===== src/rtl/clk_rst_seq_pkg.sv =====
// Shared types and helpers for the clock/reset sequencer.
package clk_rst_seq_pkg;

  typedef enum logic [1:0] {
    StHold,
    StStretch,
    StRelease,
    StRun
  } seq_state_t;

  // 27-bit "status" blink pattern, zero-extended to 32 bits.
  localparam logic [31:0] DEFAULT_BLINK_PATTERN = 32'h0151DDC5;

  // Counter width able to hold 0..n-1; never narrower than one bit.
  function automatic int unsigned cnt_width(input int unsigned n);
    return (n <= 1) ? 1 : $clog2(n);
  endfunction

endpackage


===== src/rtl/sync_chain.sv =====
// Multi-flop synchroniser for a single asynchronous level input.
module sync_chain #(
  parameter int unsigned STAGES = 3
) (
  input  logic clk,
  input  logic rst_n,
  input  logic d,
  output logic q
);

  logic [STAGES-1:0] sync_q;

  // Shift the asynchronous input through the flop chain.
  always_ff @(posedge clk or negedge rst_n) begin
    if (!rst_n) begin
      sync_q <= '0;
    end else begin
      sync_q <= {sync_q[STAGES-2:0], d};
    end
  end

  assign q = sync_q[STAGES-1];

endmodule


===== src/rtl/clk_rst_seq.sv =====
// Clock/reset generator: synchronises PLL lock, stretches reset, releases
// staged domain resets and produces a programmable divided clock.
// Optional blink-pattern status LED: define CLK_RST_SEQ_BLINK_EN.
module clk_rst_seq
  import clk_rst_seq_pkg::*;
#(
  parameter int unsigned NUM_DOMAINS = 3,
  parameter int unsigned SYNC_STAGES = 3,
  parameter int unsigned RST_CYCLES  = 16,
  parameter int unsigned STAGE_GAP   = 4,
  parameter int unsigned DIV_W       = 8,
  parameter int unsigned DIV_DEFAULT = 15
`ifdef CLK_RST_SEQ_BLINK_EN
  ,
  parameter logic [31:0] BLINK_PATTERN = DEFAULT_BLINK_PATTERN,
  parameter int unsigned BLINK_SHIFT   = 21
`endif
) (
  input  logic                   CLK_16mhz,
  input  logic                   resetn,
  input  logic                   pll_locked,
  input  logic [DIV_W-1:0]       div_value,
  input  logic                   div_load,
  output logic                   clk_out,
  output logic                   clk_en,
  output logic [NUM_DOMAINS-1:0] domain_resetn,
  output logic                   seq_done,
  output logic                   led
);

  localparam int unsigned RST_W = cnt_width(RST_CYCLES);
  localparam int unsigned GAP_W = cnt_width(STAGE_GAP);
  localparam int unsigned CNT_W = (RST_W > GAP_W) ? RST_W : GAP_W;
  localparam int unsigned IDX_W = cnt_width(NUM_DOMAINS);

  localparam logic [CNT_W-1:0] RST_LAST = CNT_W'(RST_CYCLES - 1);
  localparam logic [CNT_W-1:0] GAP_LAST = CNT_W'(STAGE_GAP - 1);
  localparam logic [IDX_W-1:0] IDX_LAST = IDX_W'(NUM_DOMAINS - 1);

  logic lock_s;

  sync_chain #(
    .STAGES (SYNC_STAGES)
  ) u_lock_sync (
    .clk   (CLK_16mhz),
    .rst_n (resetn),
    .d     (pll_locked),
    .q     (lock_s)
  );

  // ---------------------------------------------------------------------------
  // Reset sequencer
  // ---------------------------------------------------------------------------
  seq_state_t             state_q, state_d;
  logic [CNT_W-1:0]       cnt_q, cnt_d;
  logic [IDX_W-1:0]       idx_q, idx_d;
  logic [NUM_DOMAINS-1:0] dom_q, dom_d;
  logic                   done_q, done_d;
  logic                   rel_en;
  logic [IDX_W-1:0]       rel_idx;

  // Next-state logic: lock loss overrides everything and restarts from hold.
  always_comb begin
    state_d = state_q;
    cnt_d   = cnt_q;
    idx_d   = idx_q;
    dom_d   = dom_q;
    done_d  = done_q;
    rel_en  = 1'b0;
    rel_idx = idx_q;
    if (!lock_s) begin
      state_d = StHold;
      cnt_d   = '0;
      idx_d   = '0;
      dom_d   = '0;
      done_d  = 1'b0;
    end else begin
      unique case (state_q)
        StHold: begin
          state_d = StStretch;
          cnt_d   = '0;
        end
        StStretch: begin
          if (cnt_q == RST_LAST) begin
            // Domain 0 is released on the edge that enters the release phase.
            rel_en  = 1'b1;
            rel_idx = '0;
          end else begin
            cnt_d = cnt_q + 1'b1;
          end
        end
        StRelease: begin
          if (cnt_q == GAP_LAST) begin
            rel_en = 1'b1;
          end else begin
            cnt_d = cnt_q + 1'b1;
          end
        end
        StRun: begin
          done_d = 1'b1;
        end
        default: state_d = StHold;
      endcase
      if (rel_en) begin
        dom_d = dom_q | (NUM_DOMAINS'(1) << rel_idx);
        cnt_d = '0;
        if (rel_idx == IDX_LAST) begin
          state_d = StRun;
          done_d  = 1'b1;
        end else begin
          state_d = StRelease;
          idx_d   = rel_idx + 1'b1;
        end
      end
    end
  end

  // Sequencer state and registered reset outputs.
  always_ff @(posedge CLK_16mhz or negedge resetn) begin
    if (!resetn) begin
      state_q <= StHold;
      cnt_q   <= '0;
      idx_q   <= '0;
      dom_q   <= '0;
      done_q  <= 1'b0;
    end else begin
      state_q <= state_d;
      cnt_q   <= cnt_d;
      idx_q   <= idx_d;
      dom_q   <= dom_d;
      done_q  <= done_d;
    end
  end

  // ---------------------------------------------------------------------------
  // Clock divider with deferred divisor load
  // ---------------------------------------------------------------------------
  logic [DIV_W-1:0] div_cnt_q, div_cnt_d;
  logic [DIV_W-1:0] div_reg_q, div_reg_d;
  logic [DIV_W-1:0] pend_q, pend_d;
  logic             pend_vld_q, pend_vld_d;
  logic             clk_out_q, clk_out_d;
  logic             clk_en_q, clk_en_d;
  logic             div_hit;

  // Count half periods; a new divisor only takes effect on a falling toggle so
  // the high phase in progress keeps its length.
  always_comb begin
    div_hit    = (div_cnt_q == div_reg_q);
    div_cnt_d  = div_hit ? '0 : div_cnt_q + 1'b1;
    clk_out_d  = clk_out_q ^ div_hit;
    clk_en_d   = div_hit & ~clk_out_q;
    div_reg_d  = div_reg_q;
    pend_d     = pend_q;
    pend_vld_d = pend_vld_q;
    if (div_hit && clk_out_q && pend_vld_q) begin
      div_reg_d  = pend_q;
      pend_vld_d = 1'b0;
    end
    // Captured after the apply check, so a load on a falling toggle waits.
    if (div_load) begin
      pend_d     = div_value;
      pend_vld_d = 1'b1;
    end
  end

  // Divider state.
  always_ff @(posedge CLK_16mhz or negedge resetn) begin
    if (!resetn) begin
      div_cnt_q  <= '0;
      div_reg_q  <= DIV_W'(DIV_DEFAULT);
      pend_q     <= '0;
      pend_vld_q <= 1'b0;
      clk_out_q  <= 1'b0;
      clk_en_q   <= 1'b0;
    end else begin
      div_cnt_q  <= div_cnt_d;
      div_reg_q  <= div_reg_d;
      pend_q     <= pend_d;
      pend_vld_q <= pend_vld_d;
      clk_out_q  <= clk_out_d;
      clk_en_q   <= clk_en_d;
    end
  end

  // ---------------------------------------------------------------------------
  // Status LED
  // ---------------------------------------------------------------------------
  logic led_q, led_d;

`ifdef CLK_RST_SEQ_BLINK_EN
  logic [BLINK_SHIFT+4:0] blink_q, blink_d;

  // Free-running pattern step counter; pattern shown only once sequenced.
  always_comb begin
    blink_d = blink_q + 1'b1;
    led_d   = done_d ? BLINK_PATTERN[blink_d[BLINK_SHIFT+4:BLINK_SHIFT]] : 1'b0;
  end

  // Blink counter.
  always_ff @(posedge CLK_16mhz or negedge resetn) begin
    if (!resetn) begin
      blink_q <= '0;
    end else begin
      blink_q <= blink_d;
    end
  end
`else
  // Flash at the divided clock rate once sequenced.
  always_comb begin
    led_d = clk_out_d & done_d;
  end
`endif

  // Registered LED output.
  always_ff @(posedge CLK_16mhz or negedge resetn) begin
    if (!resetn) begin
      led_q <= 1'b0;
    end else begin
      led_q <= led_d;
    end
  end

  assign clk_out       = clk_out_q;
  assign clk_en        = clk_en_q;
  assign domain_resetn = dom_q;
  assign seq_done      = done_q;
  assign led           = led_q;

endmodule


===== config.mk =====
export PLATFORM = sky130hd
export DESIGN_NAME = clk_rst_seq
export DESIGN_NICKNAME = d
export VERILOG_FILES = /design/src/rtl/clk_rst_seq_pkg.sv /design/src/rtl/sync_chain.sv /design/src/rtl/clk_rst_seq.sv
export SDC_FILE = /design/constraint.sdc
export NUM_CORES = 1
export LEC_CHECK = 0
export ABC_AREA = 0
export CORE_MARGIN = 2
export CORE_UTILIZATION = 47
export CTS_BUF_LIST = sky130_fd_sc_hd__clkbuf_8 sky130_fd_sc_hd__clkbuf_16
export DETAILED_ROUTE_END_ITERATION = 8
export PLACE_DENSITY = 0.67
export SLEW_MARGIN = 20
export SYNTH_ARGS = -nofsm -noshare
export SYNTH_HDL_FRONTEND = slang
export SYNTH_HIERARCHICAL = 1
export SYNTH_SLANG_ARGS = --single-unit

===== constraint.sdc =====
create_clock -name CLK_16mhz -period 3.8 [get_ports CLK_16mhz]
set_input_delay 0.95 -clock CLK_16mhz [delete_from_list [all_inputs] [get_ports CLK_16mhz]]
set_output_delay 0.95 -clock CLK_16mhz [all_outputs]
set_load 0.01 [all_outputs]

After elaboration in Yosys (flattened, before gate mapping)
Index checks and enable logic that the tools add are counted.
{"block": "totals", "register_bits": 43, "out_inout_bits": 7, "inputBits": 12, "elab_cells": 69}
{"block": "classes", "n_reduce_logical": 6, "n_shift": 1, "n_addsub": 3, "eq_ne": 13, "muxes": 28, "bitwise_logic": 5}
{"cell": "2-bit two-way mux", "n": 9}
{"cell": "4-bit two-way mux", "n": 4}
{"cell": "4-bit one-hot mux with 3 select lines", "n": 1}
{"cell": "1-bit two-way mux", "n": 10}
{"cell": "8-bit by 1-bit adder with 8-bit output, second input constant", "n": 1}
{"cell": "8-bit == test", "n": 1}
{"cell": "8-bit two-way mux", "n": 1}
{"cell": "4-bit != test, second input constant", "n": 2}
{"cell": "2-bit == test, second input constant", "n": 3}
{"cell": "3-bit two-way mux", "n": 2}
{"cell": "5-bit != test, second input constant", "n": 1}
{"cell": "4-bit by 1-bit adder with 4-bit output, second input constant", "n": 1}
{"cell": "4-bit by 2-bit == test with 1-bit output, second input constant", "n": 1}
{"cell": "4-bit == test, second input constant", "n": 1}
{"cell": "2-bit != test, second input constant", "n": 2}
{"cell": "3-bit != test, second input constant", "n": 1}
{"cell": "3-bit bitwise OR", "n": 1}
{"cell": "3-bit AND reduction", "n": 1}
{"cell": "1-bit by 2-bit left shift with 3-bit output, first input constant", "n": 1}
{"cell": "2-bit by 1-bit adder with 2-bit output, second input constant", "n": 1}
{"cell": "1-bit bitwise AND", "n": 2}
{"cell": "2-bit by 1-bit == test with 1-bit output, second input constant", "n": 1}
{"cell": "1-bit logical AND", "n": 2}
{"cell": "2-bit logical NOT", "n": 1}
{"cell": "5 further kinds", "n": 5}

Longest topological paths before layout
Gate-level depths: netlist of the first run.
{"block": "logic_depth", "ltp_word": 9, "mapped_depth": 9, "depth_no_buf": 9}

Modules after synthesis
The synthesis of the first run kept the hierarchy.
{"mod": "clk_rst_seq", "area_each_um2": 1979.4, "seq_area_each_um2": 1006.0, "cells_per_inst": 170, "instances": 1}
{"mod": "sync_chain", "area_each_um2": 75.1, "seq_area_each_um2": 75.1, "cells_per_inst": 3, "instances": 1}

Worst setup path after synthesis of the first run
OpenSTA, ideal clock, no wires.
{"block": "synth_timing", "path_kind": "flip-flop to flip-flop", "startpoint": "reg div_cnt_q[2]", "endpoint": "reg div_reg_q[4]", "setup_time_ns": 0.125, "slack_ns": 1.802, "path_buffers": 1, "arrival_ns": 1.873, "period_less_slack_ns": 1.998, "required_time_ns": 3.675, "path_stages_with_launch": 8, "cell_sequence": "dfrtp_1 > buf_6 > xor2_1 > nor4_4 > and2_1 > ha_1 > nand2_1 > mux2_2"}
{"block": "synth_via", "elab_chain_len": 3}
{"element": "start, declared", "line_no": "clk_rst_seq.sv:138", "rtl": "logic [DIV_W-1:0] div_cnt_q, div_cnt_d;"}
{"element": "start signal, assigned", "line_no": "clk_rst_seq.sv:177", "rtl": "div_cnt_q <= div_cnt_d;"}
{"element": "8-bit == test", "line_no": "clk_rst_seq.sv:149", "rtl": "div_hit = (div_cnt_q == div_reg_q);"}
{"element": "1-bit logical AND (2 in series)", "line_no": "clk_rst_seq.sv:156", "rtl": "if (div_hit && clk_out_q && pend_vld_q) begin"}
{"element": "end signal, assigned", "line_no": "clk_rst_seq.sv:171", "rtl": "div_reg_q <= DIV_W'(DIV_DEFAULT);"}
{"element": "end signal, assigned", "line_no": "clk_rst_seq.sv:178", "rtl": "div_reg_q <= div_reg_d;"}
{"element": "end, declared", "line_no": "clk_rst_seq.sv:139", "rtl": "logic [DIV_W-1:0] div_reg_q, div_reg_d;"}
No other way between the ends.
A chain may end at the register's enable or synchronous reset.

Worst setup path in the final report of the first run
Same ends and word-level chain as after synthesis.

==> summary.txt, run 1 <==
Port Buffer Count -> 18
Worst slew pin tran -> 0.921 ns
Share of cells above drive strength 1 -> 18.0%
Post-route minimum period -> 2.26 ns
Max Cap Viol -> 0
Post-synth top flop -> dfrtp_1
Final net count -> 216
Row count -> 24
FF+latch count, synth -> 43
Initial DRC count -> 96
Critical path peak fanout -> 9
Crit Path Class -> register to register
PwrDens -> 568 mW/mm^2
Worst rel slew slack -> 38.6%
Worst hold path type -> register to register
Vias in the first global route -> 1,391
Fill cells -> 358
Cells after synthesis -> 173
Synth Warn # -> 6
Largest family of logic cells by synthesized area -> simple AND/OR/NAND/NOR gates
PnR worst setup slack -> 1.54 ns
Post-synthesis simple-gate area fraction -> 12.8%
Clock-pin slew on the worst setup and hold paths -> 0.09 ns
Dpl ws -> 1.57 ns
Synthesized netlist net count -> 196
Tot GR Track Use -> 17.1%
Starting Density -> 47.8%
Critical Path Source -> div_cnt_q[2]$_DFF_PN0_
RSZ-0062 raised after global routing -> no
HP Start -> u_lock_sync/sync_q[1]$_DFF_PN0_
Ys async rst share -> 100%
Synth cell types -> 37
Final Hold Viols -> 0
CTS tree -> built
VDD IR max -> 0.240 mV
Setup violators final -> 0
Total Neg Setup Slack -> 0 ns
Cell Area, Placed -> 0.00226 mm^2
Resized Gates After CTS -> 0
DIE AREA -> 0.00492 mm^2
Core Util, Final -> 54.9%
CTS Sinks -> 43
DP HPWL -> 2.60 mm
Drt total wl -> 3.59 mm
Detail Route met2 WL -> 1.67 mm
Final worst path period share -> 59.4%
M1 wire length -> 1.72 mm
Compound-Gate Fraction of Synth Area -> 10.0%
Synthesized area per cell -> 11.9 um^2
Largest net degree at the start of global routing -> 44
Post-CTS Setup Repair Bufs -> 0
Post-route cell area -> 0.00236 mm^2
Antenna violations before repair -> 0
Number of I/O pins -> 19
Fin Hold WS -> 0.359 ns
DR WL/cell -> 14.6 um
Met3 Wirelength -> 166 um
XOR/XNOR Fraction of Synth Area -> 5.12%
Die X -> 70.1 um
First-pass GRT wire length -> 6.58 mm
Post-Synth Adder-Cell Area -> 6.70%
Placer Congestion -> 0.848
Max Root-Sink Buffers -> 2
Total area of sequential cells -> 0.00108 mm^2
H-tree depth -> 2
Total core area -> 0.00429 mm^2
Root buffer cell -> clkbuf_8
Fmax -> 0.443 GHz
Mux contribution to synthesized area -> 9.26%
Vias per cell -> 5.45
Pre-antenna DRT Iters -> 4
Mapped cell area -> 0.00205 mm^2
Leak -> 1.03 nW
Worst r2r src -> div_cnt_q[2]$_DFF_PN0_
Area delta synth->final -> 14.7%
DRC violations left -> 0
DR vias -> 1,341
Startpoint Class -> register
Run status -> finished, final reports clean
Hold Buf Count CTS -> 0
Fin. max-slew vios -> 0
Clk_lat worst skew -> 0.30 ns
Total CTS buffers -> 5
Clock skew -> 0.00744 ns
Multi-input gate area -> 902 um^2
Uppermost layer routed -> met4
Worst Path Arrival -> 2.46 ns
Post-synth EDFFs -> 0
Grt ovf -> 0
Detail Route Antenna Nets -> 0
CP Data Required Time -> 4.00 ns
Seq/Total Area, Yosys -> 52.6%
DIE HEIGHT -> 70.1 um
# diodes -> 0
Crit end category -> register
[where the power goes]
group	leakage (nW)	switching [W]	internal, W
clock	0.0495	0.000177	0.000137
sequential	0.533	0.000107	0.000568
combinational	0.452	0.000187	0.000162
total	1.03	0.000471	0.000867
[registers in the layout (all words and copies together), names as in the netlist]
| name | count |
|---|---|
| clk_en | 1 |
| clk_out | 1 |
| cnt_q | 4 |
| div_cnt_q | 8 |
| div_reg_q | 8 |
| domain_resetn | 3 |
| idx_q | 2 |
| led | 1 |
| pend_q | 8 |
| pend_vld_q | 1 |
| seq_done | 1 |
| state_q | 2 |
| u_lock_sync/sync_q | 3 |
[cell usage after synthesis (3+ instances only)]
cell type / n / area share [%]
dfrtp_1: 39 / 48
nand3_1: 7 / 1.7
nor2b_1: 4 / 1.2
clkbuf_1: 3 / 0.55
inv_1: 10 / 1.8
dfstp_2: 4 / 5.1
xor2_1: 11 / 4.7
a22oi_1: 3 / 1.1
a21oi_1: 8 / 1.9
nand2_1: 18 / 3.3
ha_1: 11 / 6.7
o21ai_0: 7 / 1.7
or3_1: 3 / 0.91
mux2_2: 16 / 8.8
[metrics by stage]
| step | total power (W) | instances |
|---|---|---|
| 2_1_floorplan | 0.000931 | 173 |
| 5_1_grt | 0.00142 | 246 |
| 3_3_place_gp | 0.000993 | 238 |
| 6_report | 0.00134 | 246 |
| 3_5_place_dp | 0.00103 | 238 |
| 4_1_cts | 0.00135 | 246 |
[routing by layer]
| metal | track usage, % | up-vias |
|---|---|---|
| met5 | 0 | - |
| met4 | 7.05 | 0 |
| met3 | 5.05 | 4 |
| met2 | 25.4 | 31 |
| met1 | 23.6 | 663 |
| li1 | - | 643 |
[cells in the final DEF (no fill, tap or decap), types with 2 or more instances in the layout]
cell type / count
nor4_4: 2
and2_1: 2
clkbuf_8: 5
dfrtp_1: 39
o22ai_1: 2
o32ai_1: 2
nand3_1: 7
xor2_1: 11
clkdlybuf4s50_1: 17
ha_1: 11
mux2_2: 16
a22oi_1: 3
nand2_1: 18
nor2b_1: 4
inv_1: 10
nand2b_1: 2
inv_6: 3
o21ai_0: 7
or3_1: 3
a21oi_1: 8
dfstp_2: 4
[worst paths after layout]
| check | cells past startpoint | slack [ns] | end |
|---|---|---|---|
| setup reg to reg | 6 | 1.54 | div_reg_q[4]$_DFFE_PN0P_ |
| hold / removal | 0 | 0.36 | u_lock_sync/sync_q[2]$_DFF_PN0_ |
| hold reg to reg | 0 | 0.36 | u_lock_sync/sync_q[2]$_DFF_PN0_ |
| min in group asynchronous | 1 | 0.77 | domain_resetn[2]$_DFFE_PN0P_ |
| max in group asynchronous | 1 | 2.45 | u_lock_sync/sync_q[1]$_DFF_PN0_ |
| setup / recovery | 6 | 1.54 | div_reg_q[4]$_DFFE_PN0P_ |
[worst max-delay path: stages, from the launching register on]
cell	delay, ns
dfrtp_1	0.47
xor2_1	0.22
nor4_4	0.51
and2_1	0.24
ha_1	0.18
nand2_1	0.20
mux2_2	0.33
[final cells by class]
type	instances	area share, %
inverters	10	1.59
clock inverters	3	1.12
repair buffers	18	7.43
multi-input cells	115	38.3
flip-flops and latches	43	45.9
well taps	52	2.76
clock buffers	5	2.92
[cells by family (layout without fill, tap and decap cells)]
logic type | Yosys count | after routing
and+or+nand+nor | 44 | 44
buffers and inverters | 15 | 36
muxes | 17 | 17
adders and majority gates | 11 | 11
AOI/OAI and AO/OA | 31 | 31
DFF | 43 | 43
xor gates and xnor gates | 12 | 12
Power figures use the tool's default switching activity.
==> run 2: changes to the inputs <==
==> constraint.sdc (replaced) <==
create_clock -name CLK_16mhz -period 2.3 [get_ports CLK_16mhz]
set_input_delay 0.575 -clock CLK_16mhz [delete_from_list [all_inputs] [get_ports CLK_16mhz]]
set_output_delay 0.575 -clock CLK_16mhz [all_outputs]
set_load 0.01 [all_outputs]
==> summary.txt, run 2 (synthesis results as in run 1) <==
Drt total wl -> 3.45 mm (-3.9%)
Detail Route Antenna Nets -> 0 (unchanged)
Post-route minimum period -> 2.05 ns (-0.207 ns)
Critical path peak fanout -> 5 (-4)
Critical Path End -> idx_q[1]$_DFFE_PN0P_
Hold Buf Count CTS -> 0 (unchanged)
DIE HEIGHT -> 70.1 um (unchanged)
Internal reg-to-reg setup slack -> 0.25 ns (-1.29 ns)
Final worst path period share -> 89.2% (+30 points)
Total Neg Setup Slack -> 0 ns (unchanged)
Clock-pin slew on the worst setup and hold paths -> 0.07 ns (-0.02 ns)
Worst slew pin tran -> 0.508 ns (-0.412 ns)
Post-CTS Setup Repair Bufs -> 0 (unchanged)
Max Cap Viol -> 0 (unchanged)
Clock skew -> 0.00278 ns (-0.00466 ns)
Largest net degree at the start of global routing -> 17 (-61%)
Total core area -> 0.00429 mm^2 (unchanged)
Crit Path Class -> register to register
Pre-antenna DRT Iters -> 4 (unchanged)
Max Root-Sink Buffers -> 2 (unchanged)
Vias per cell -> 5.42 (-0.57%)
Critical Path Source -> state_q[1]$_DFFE_PN0P_
Setup violators final -> 0 (unchanged)
DR vias -> 1,355 (+1.0%)
DR WL/cell -> 13.8 um (-5.4%)
Starting Density -> 47.8% (unchanged)
Grt ovf -> 0 (unchanged)
Run status -> finished, final reports clean
Worst Path Arrival -> 2.27 ns (-0.19 ns)
Vias in the first global route -> 1,361 (-2.2%)
RSZ-0062 raised after global routing -> no
Die X -> 70.1 um (unchanged)
Number of I/O pins -> 19 (unchanged)
Placer Congestion -> 0.831 (-2.0%)
First-pass GRT wire length -> 6.15 mm (-6.6%)
Area delta synth->final -> 15.7%
VDD IR max -> 0.455 mV (+90%)
Final Hold Viols -> 0 (unchanged)
Resized Gates After CTS -> 0 (unchanged)
DP HPWL -> 2.62 mm (+0.73%)
# diodes -> 0 (unchanged)
PwrDens -> 902 mW/mm^2 (+59%)
Worst hold path type -> primary input to async pin
CTS Sinks -> 43 (unchanged)
Port Buffer Count -> 18 (unchanged)
Final net count -> 220 (+1.9%)
CP Data Required Time -> 2.51 ns (-1.49 ns)
Worst R2R End -> idx_q[1]$_DFFE_PN0P_
Fmax -> 0.488 GHz (+10%)
Worst r2r src -> state_q[1]$_DFFE_PN0P_
Antenna violations before repair -> 0 (unchanged)
Row count -> 24 (unchanged)
Crit end category -> register
Clk_lat worst skew -> 0.29 ns (about the same)
Share of cells above drive strength 1 -> 19.2% (+1.2 points)
Core Util, Final -> 55.3% (+0.47 points)
Most frequent cells in the layout -> dfrtp_1, nand2_1, clkdlybuf4s50_1
Biggest regs -> div_cnt_q (8), div_reg_q (8), pend_q (8)
DRC violations left -> 0 (unchanged)
Root buffer cell -> clkbuf_8
Worst rel slew slack -> 65.8% (+27 points)
Total Power -> 0.00214 W (+60%)
Initial DRC count -> 78 (-19%)
H-tree depth -> 2 (unchanged)
Leak -> 1.05 nW (+1.6%)
DIE AREA -> 0.00492 mm^2 (unchanged)
Startpoint Class -> register
Worst R2R Path Depth -> 9 (+3)
Tot GR Track Use -> 15.9% (-1.3 points)
Total CTS buffers -> 5 (unchanged)
Most common cell after layout, fill and taps aside -> dfrtp_1
Fin. max-slew vios -> 0 (unchanged)
CTS tree -> built
## run 2: how the worst min path moves through the flow
stage	to	slack [ns]
finish	cnt_q[0]$_DFFE_PN0P_	0.18
global route	pend_vld_q$_DFFE_PN0P_	0.19
CTS	pend_vld_q$_DFFE_PN0P_	0.19
detailed placement	u_lock_sync/sync_q[1]$_DFF_PN0_	0.34
global placement	u_lock_sync/sync_q[2]$_DFF_PN0_	0.34
floorplan	clk_en$_DFF_PN0_	0.28
## run 2: stage by stage
step	hold WS (ns)	setup WS, ns	cells	area, um^2
CTS	0.187	0.249	250	2380
global route	0.193	0.0885	250	2380
floorplan	0.279	0.302	173	2050
finish	0.181	0.249	250	2380
global placement	0.336	0.350	242	2290
detailed placement	0.342	0.264	242	2290
## run 2: worst max-delay path, stage by stage, from the launching register on
cell and delay (ns):
dfrtp_1 0.38, inv_1 0.07, ha_1 0.18, and3_2 0.21, a21oi_1 0.21, inv_1 0.09
ha_1 0.21, nand3b_1 0.19, a21oi_2 0.20, mux2i_1 0.21
## run 2: where the power goes
| part | switching (W) | leakage [nW] | internal, W |
|---|---|---|---|
| Combinational | 0.000294 | 0.472 | 0.000294 |
| Clock | 0.000244 | 0.0453 | 0.000208 |
| Sequential | 0.000165 | 0.533 | 0.000938 |
| Total | 0.000703 | 1.05 | 0.00144 |
## run 2: layout make-up
| cell class | count | area [um^2] |
|---|---|---|
| tap | 52 | 65.1 |
| timing repair buffer | 22 | 205 |
| fill | 369 | 1920 |
| inverter | 10 | 37.5 |
| multi-input combinational | 115 | 902 |
| sequential | 43 | 1080 |
| clock inverter | 3 | 16.3 |
| clock buffer | 5 | 68.8 |
## run 2: per-layer routing
layer	vias to the layer above	part of all wire (%)	global-route usage (%)	wire (um)
met3	8	4.6	5.05	159
met2	29	47	24.8	1620
met5	-	0	0	0
met1	669	47	20.9	1610
met4	0	1.7	5.56	59
li1	649	-	-	-
==> run 3: changes to the inputs <==
--- a/config.mk
+++ b/config.mk
@@ -11,6 +11,7 @@
 export CTS_BUF_LIST = sky130_fd_sc_hd__clkbuf_8 sky130_fd_sc_hd__clkbuf_16
 export DETAILED_ROUTE_END_ITERATION = 8
 export PLACE_DENSITY = 0.67
+export SKIP_LAST_GASP = 1
 export SLEW_MARGIN = 20
 export SYNTH_ARGS = -nofsm -noshare
 export SYNTH_HDL_FRONTEND = slang
==> results of run 3 <==
Final layout, timing and power as in run 2 (identical DEF).
